**config.mk**
```make
export PLATFORM = sky130hd
export DESIGN_NAME = dut_xfer_ctrl
export DESIGN_NICKNAME = d
export VERILOG_FILES = /design/src/rtl/dut_xfer_pkg.sv /design/src/rtl/dut_xfer_timer.sv /design/src/rtl/dut_xfer_ctrl.sv
export SDC_FILE = /design/constraint.sdc
export NUM_CORES = 1
export LEC_CHECK = 0
export ABC_AREA = 1
export ABC_CLOCK_PERIOD_IN_PS = 18500
export CAP_MARGIN = 20
export CORE_MARGIN = 8
export CORE_UTILIZATION = 44
export DETAILED_ROUTE_END_ITERATION = 6
export SYNTH_ARGS = -nofsm -noshare
export SYNTH_HDL_FRONTEND = slang
export SYNTH_SLANG_ARGS = --single-unit
```
**constraint.sdc**
```tcl
create_clock -name usb_clk -period 18.5 [get_ports usb_clk]
set_input_delay 3.7 -clock usb_clk [delete_from_list [all_inputs] [get_ports usb_clk]]
set_output_delay 3.7 -clock usb_clk [all_outputs]
set_load 0.02 [all_outputs]
```
**src/rtl/dut_xfer_pkg.sv**
```systemverilog
// Shared types, default widths and sizing helper for the DUT transfer controller.
package dut_xfer_pkg;

  typedef enum logic [2:0] {
    IDLE,
    SEND,
    RECV,
    DONE,
    ERR
  } xfer_st_e;

  localparam int DEF_W        = 64;
  localparam int DEF_OUTPUT_W = 4;
  localparam int DEF_COEFF_W  = 23;

  // Beat counter must hold the value pBEATS itself, hence one bit above the index.
  function automatic int beat_cnt_w(input int beats);
    return $clog2(beats) + 1;
  endfunction

endpackage

```
**src/rtl/dut_xfer_timer.sv**
```systemverilog
// Stall counter: counts idle cycles and flags when the configured limit is reached.
module dut_xfer_timer #(
  parameter int pTMO_W = 16
) (
  input  logic              usb_clk,
  input  logic              reset_i,
  input  logic              clear,
  input  logic              enable,
  input  logic [pTMO_W-1:0] limit,
  output logic              expired
);

  logic [pTMO_W-1:0] count;
  logic [pTMO_W-1:0] count_inc;

  assign count_inc = count + pTMO_W'(1);

  // Raised on the cycle whose increment reaches the limit, so a stall lasts exactly
  // `limit` cycles before the controller gives up. Zero limit never expires.
  assign expired = (limit != '0) && (count_inc == limit);

  always_ff @(posedge usb_clk or posedge reset_i) begin
    if (reset_i)     count <= '0;
    else if (clear)  count <= '0;
    else if (enable) count <= count_inc;
  end

endmodule

```
**src/rtl/dut_xfer_ctrl.sv**
```systemverilog
// Host-driven transfer controller: sends one word to the DUT, captures pBEATS output
// beats into a small buffer, with stall timeout, abort and a registered read port.
module dut_xfer_ctrl
  import dut_xfer_pkg::*;
#(
  parameter int pW        = DEF_W,
  parameter int pOUTPUT_W = DEF_OUTPUT_W,
  parameter int pCOEFF_W  = DEF_COEFF_W,
  parameter int pBEATS    = 8,
  parameter int pTMO_W    = 16
) (
  input  logic                              usb_clk,
  input  logic                              reset_i,
  input  logic                              i_start,
  input  logic                              i_abort,
  input  logic [pW-1:0]                     i_di,
  input  logic [pTMO_W-1:0]                 i_tmo_limit,
  output logic                              VALID_TO_DUT,
  output logic [pW-1:0]                     o_data_to_dut,
  input  logic                              READY_FROM_DUT,
  input  logic                              VALID_FROM_DUT,
  input  logic [pOUTPUT_W*pCOEFF_W-1:0]     i_samples,
  output logic                              READY_TO_DUT,
  output logic                              o_busy,
  output logic                              o_done,
  output logic                              o_timeout,
  output logic [beat_cnt_w(pBEATS)-1:0]     o_beat_cnt,
  input  logic [$clog2(pBEATS)-1:0]         i_rd_idx,
  output logic [pOUTPUT_W*pCOEFF_W-1:0]     o_rd_data
);

  localparam int SW    = pOUTPUT_W * pCOEFF_W;
  localparam int IDX_W = $clog2(pBEATS);
  localparam int CNT_W = beat_cnt_w(pBEATS);
  localparam logic [CNT_W-1:0] LAST_BEAT = CNT_W'(pBEATS - 1);

  xfer_st_e state, state_nxt;
  logic     start_acc, send_hs, beat_acc;
  logic     tmr_clr, tmr_en, tmr_exp;

  logic [SW-1:0] buf_mem [pBEATS];

  always_ff @(posedge usb_clk or posedge reset_i) begin
    if (reset_i) state <= IDLE;
    else         state <= state_nxt;
  end

  // Abort overrides everything, including a start in the same cycle.
  always_comb begin
    state_nxt = state;
    start_acc = 1'b0;
    send_hs   = 1'b0;
    beat_acc  = 1'b0;
    tmr_en    = 1'b0;
    if (i_abort) begin
      state_nxt = IDLE;
    end else begin
      case (state)
        IDLE, DONE, ERR: begin
          if (i_start) begin
            start_acc = 1'b1;
            state_nxt = SEND;
          end
        end
        SEND: begin
          if (READY_FROM_DUT) begin
            send_hs   = 1'b1;
            state_nxt = RECV;
          end else begin
            tmr_en = 1'b1;
            if (tmr_exp) state_nxt = ERR;
          end
        end
        RECV: begin
          if (VALID_FROM_DUT) begin
            beat_acc = 1'b1;
            if (o_beat_cnt == LAST_BEAT) state_nxt = DONE;
          end else begin
            tmr_en = 1'b1;
            if (tmr_exp) state_nxt = ERR;
          end
        end
        default: state_nxt = IDLE;
      endcase
    end
  end

  // Any handshake restarts the stall window, so a handshake always beats a timeout.
  assign tmr_clr = i_abort | start_acc | send_hs | beat_acc;

  dut_xfer_timer #(
    .pTMO_W (pTMO_W)
  ) u_timer (
    .usb_clk (usb_clk),
    .reset_i (reset_i),
    .clear   (tmr_clr),
    .enable  (tmr_en),
    .limit   (i_tmo_limit),
    .expired (tmr_exp)
  );

  assign VALID_TO_DUT = (state == SEND);
  assign READY_TO_DUT = (state == RECV);
  assign o_busy       = (state == SEND) || (state == RECV);
  assign o_done       = (state == DONE);
  assign o_timeout    = (state == ERR);

  always_ff @(posedge usb_clk or posedge reset_i) begin
    if (reset_i)                   o_beat_cnt <= '0;
    else if (i_abort || start_acc) o_beat_cnt <= '0;
    else if (beat_acc)             o_beat_cnt <= o_beat_cnt + CNT_W'(1);
  end

  always_ff @(posedge usb_clk or posedge reset_i) begin
    if (reset_i)        o_data_to_dut <= '0;
    else if (start_acc) o_data_to_dut <= i_di;
  end

  // Buffer has no reset so it maps onto distributed RAM; contents survive abort.
  always_ff @(posedge usb_clk) begin
    if (beat_acc) buf_mem[o_beat_cnt[IDX_W-1:0]] <= i_samples;
  end

  always_ff @(posedge usb_clk or posedge reset_i) begin
    if (reset_i) o_rd_data <= '0;
    else         o_rd_data <= buf_mem[i_rd_idx];
  end

endmodule

```
==> summary.md <==
| Metric | Value |
|---|---|
| Post-synthesis register bit count | `between 900 and 1000` |
| Syn Nets | `approximately 2900` |
| Hold path cells | `1` |
| Top layer used by detailed routing | `met4` |
| Vias per cell | `between 5 and 6` |
| Fin crit period | `6160 ps` |
| Placed Instances | `just under 4000` |
| Met2 WL | `41.3 mm` |
| Pwr/cell area | `between 100 and 150 nW/um^2` |
| CP Class | `primary input to flop` |
| Clock slew at reported path FFs | `around 50 ps` |
| # IOs | `346` |
| Ys async rst share | `between 10% and 20%` |
| Hpwl dp | `~50 mm` |
| Gr ovfl total | `0` |
| Synth Area per Inst | `approximately 13 sq um` |
| Clock Root Buffer | `clkbuf_16` |
| CTS Sinks | `~920` |
| Slowest-stage cell, CP | `buf_4` |
| Status | `complete, no violations` |
| WL final | `86.4 mm` |
| 1st-iter DRT viols | `1441` |
| Max Fanout on Critical Path | `66` |
| Rel. slew slack | `24.2%` |
| Vert. Die Dim | `roughly 300 um` |
| # setup viols final | `0` |
| DR vias | `between 20000 and 25000` |
| Die width | `~300 um` |
| Clk_lat worst skew | `between 600 and 700 ps` |
| Wire per inst | `20.9 um` |
| Non-filler cells, final | `between 4000 and 5000` |
| Routed length on met3 | `between 5 and 6 mm` |
| TritonCTS Buffers | `97` |
| Ys flop type | `edfxtp_1` |
| CTS resizes | `0` |
| Setup bufs post-CTS | `0` |
| Area grow syn2layout | `22.6%` |
| Site Rows | `103` |
| DIE AREA | `a little under 90000 sq um` |
| Hold Crit Start | `o_data_to_dut[3]` |
| Largest net degree at the start of global routing | `between 150 and 200` |
| Leakage | `between 10 and 15 nW` |
| Worst hold-check path type | `flop to flop` |
| CTS tree | `built` |
| Slew Limit Fails | `0` |
| WL met1 | `about 38 mm` |
| Worst vdd ir | `between 70 and 80 uV` |
| Initial Util | `between 40% and 50%` |
| Yosys warnings | `0` |
| Fill cell count | `6485` |
| Final GP Congestion | `between 0.8 and 0.9` |
| Worst r2r path cells | `9` |
| 1st-pass router iterations | `6` |
| Synth unique cells | `37` |
| Initial antenna violation count | `5` |
| Cell Chain, Critical Path | `clkdlybuf4s50_1, inv_1, nor2_4, inv_2, nor2_4, inv_2, nor4_2, buf_4, buf_4` |
| Syn Std Cell Area | `~35000 sq um` |
| FF-to-FF End | `buf_mem[1][71]` |
| RSZ-0062 raised after global routing | `no` |
| Fin nets | `approximately 3200` |
| Max-Cap Viols | `0` |
| Cells after Synth | `~2700` |
| Register area share after synthesis | `76.1%` |
| Port buffer count | `~350` |
| Setup Total Neg Slack | `0 ps` |
| Worst-case clock skew | `between 15 and 20 ps` |
| H-tree levels | `3` |
| Reg2reg setup slack | `roughly 15000 ps` |
| Routed Antenna Nets | `0` |
| Vias in the first global route | `roughly 22000` |
| Hold Fails Final Rpt | `0` |
| Design Power | `roughly 5.1 mW` |
| Crit end category | `flop` |
| Worst hold endpoint | `o_data_to_dut[3]` |
| Clock Path Buffers | `3` |
| Core Region | `just under 80000 sq um` |
| Setup crit start kind | `primary input` |
| CP required | `18760 ps` |
| Total GRT Usage | `19.0%` |
| Share of cells above drive strength 1 | `9.07%` |
| Crit path largest cell delay | `about 940 ps` |
| Global-route wire length before repair | `134 mm` |
| Reg-to-reg startpoint | `state[0]` |
| DRC viols | `0` |
| Hold buffers post-CTS | `0` |
| Measured slew at the worst slew-check pin | `roughly 1100 ps` |
| Worst EP arrival | `between 6000 and 7000 ps` |
| Fin crit share | `between 30% and 40%` |
| Fmax | `around 160 MHz` |
| Post-synth EDFFs | `736` |
[sequential cells by signal, indices dropped and copies added (netlist names)]
register and count:
o_rd_data 92, o_beat_cnt 4, state 3, u_timer.count 16
buf_mem 736, o_data_to_dut 64
[worst max-delay path, delay by kind of cell]
| kind | cells | cell delay, ps |
|---|---|---|
| buf+inv | 6 | 2200 |
| simple gates | 3 | 480 |
[stage by stage]
step	worst slack (ps)	cell area (sq um)	hold WS (ps)	util [%]
after floorplan	4940	34900	511	-
after global placement	11490	39400	485	49.9
after detailed placement	11430	39400	491	49.9
after CTS	12120	42700	503	54.2
after global routing	12180	42800	518	54.3
final	12340	42800	502	54.3
[power by group]
| part | leakage (nW) | switching (mW) | internal [mW] |
|---|---|---|---|
| Combinational | 4.43 | 0.377 | 0.311 |
| Sequential | 8.73 | 0.0605 | 2.33 |
| Clock | 1.65 | 0.787 | 1.21 |
| Total | 14.8 | 1.23 | 3.86 |
[metal layers]
layer	vias to the layer above	GRT usage, %
met4	0	5.17
li1	10300	-
met1	10900	25.5
met5	-	0
met3	138	3.92
met2	722	31.6
[cell families after synthesis]
kind of cell | Yosys count | synth area share (%)
AO/OA/AOI/OAI | 587 | 9.15
XOR/XNOR | 4 | 0.140
adder cells (fa/ha/maj) | 2 | 0.0716
buffers and inverters | 215 | 2.47
flip-flops | 915 | 76.1
multiplexers | 64 | 2.06
AND/OR/NAND/NOR | 881 | 10.0
[cell usage after synthesis (all sizes together), types with 2 or more instances]
cell type,n,area share [%]
nor4,6,0.15
nor3,4,0.072
nor2,700,7.7
clkbuf,97,1.0
o21ai,383,5.5
ha,2,0.072
xnor2,2,0.050
inv,64,0.69
a21oi,9,0.13
nand3b,3,0.064
o21bai,2,0.043
nand3,47,0.69
edfxtp,736,63
nand4,9,0.16
o22ai,94,1.7
dfrtp,179,13
a41oi,3,0.075
mux2,64,2.1
nand2,111,1.2
a31oi,95,1.7
buf,54,0.74
[cell usage in the layout (no fill, tap or decap), drive strengths merged, types with 64 or more instances in the layout]
| cell | count |
|---|---|
| a31oi | 95 |
| clkbuf | 144 |
| clkdlybuf4s50 | 343 |
| dfrtp | 179 |
| edfxtp | 736 |
| inv | 68 |
| mux2 | 64 |
| nand2 | 111 |
| nor2 | 700 |
| o21ai | 383 |
| o22ai | 94 |
[worst max path at each step]
stage / slack [ps] / start / endpoint
2_1_floorplan: 4940 / VALID_FROM_DUT / buf_mem[5][0]
3_3_place_gp: 11490 / VALID_FROM_DUT / buf_mem[3][36]
3_5_place_dp: 11430 / VALID_FROM_DUT / buf_mem[3][77]
4_1_cts: 12120 / VALID_FROM_DUT / buf_mem[3][36]
5_1_grt: 12180 / VALID_FROM_DUT / buf_mem[4][3]
6_report: 12340 / VALID_FROM_DUT / buf_mem[1][71]
[layout make-up]
type                            count  area (sq um)  area share, %
Antenna cell                        4          10.0         0.0234
Multi-Input combinational cell   1538          7550           17.6
Tap cell                         1050          1310           3.07
Clock inverter                     39           495           1.16
Inverter                           64           265          0.619
Timing Repair Buffer              375          3760           8.77
Sequential cell                   915         26600           62.1
Clock buffer                      144          2860           6.68
Note: power is estimated with default switching activity, not from simulation.
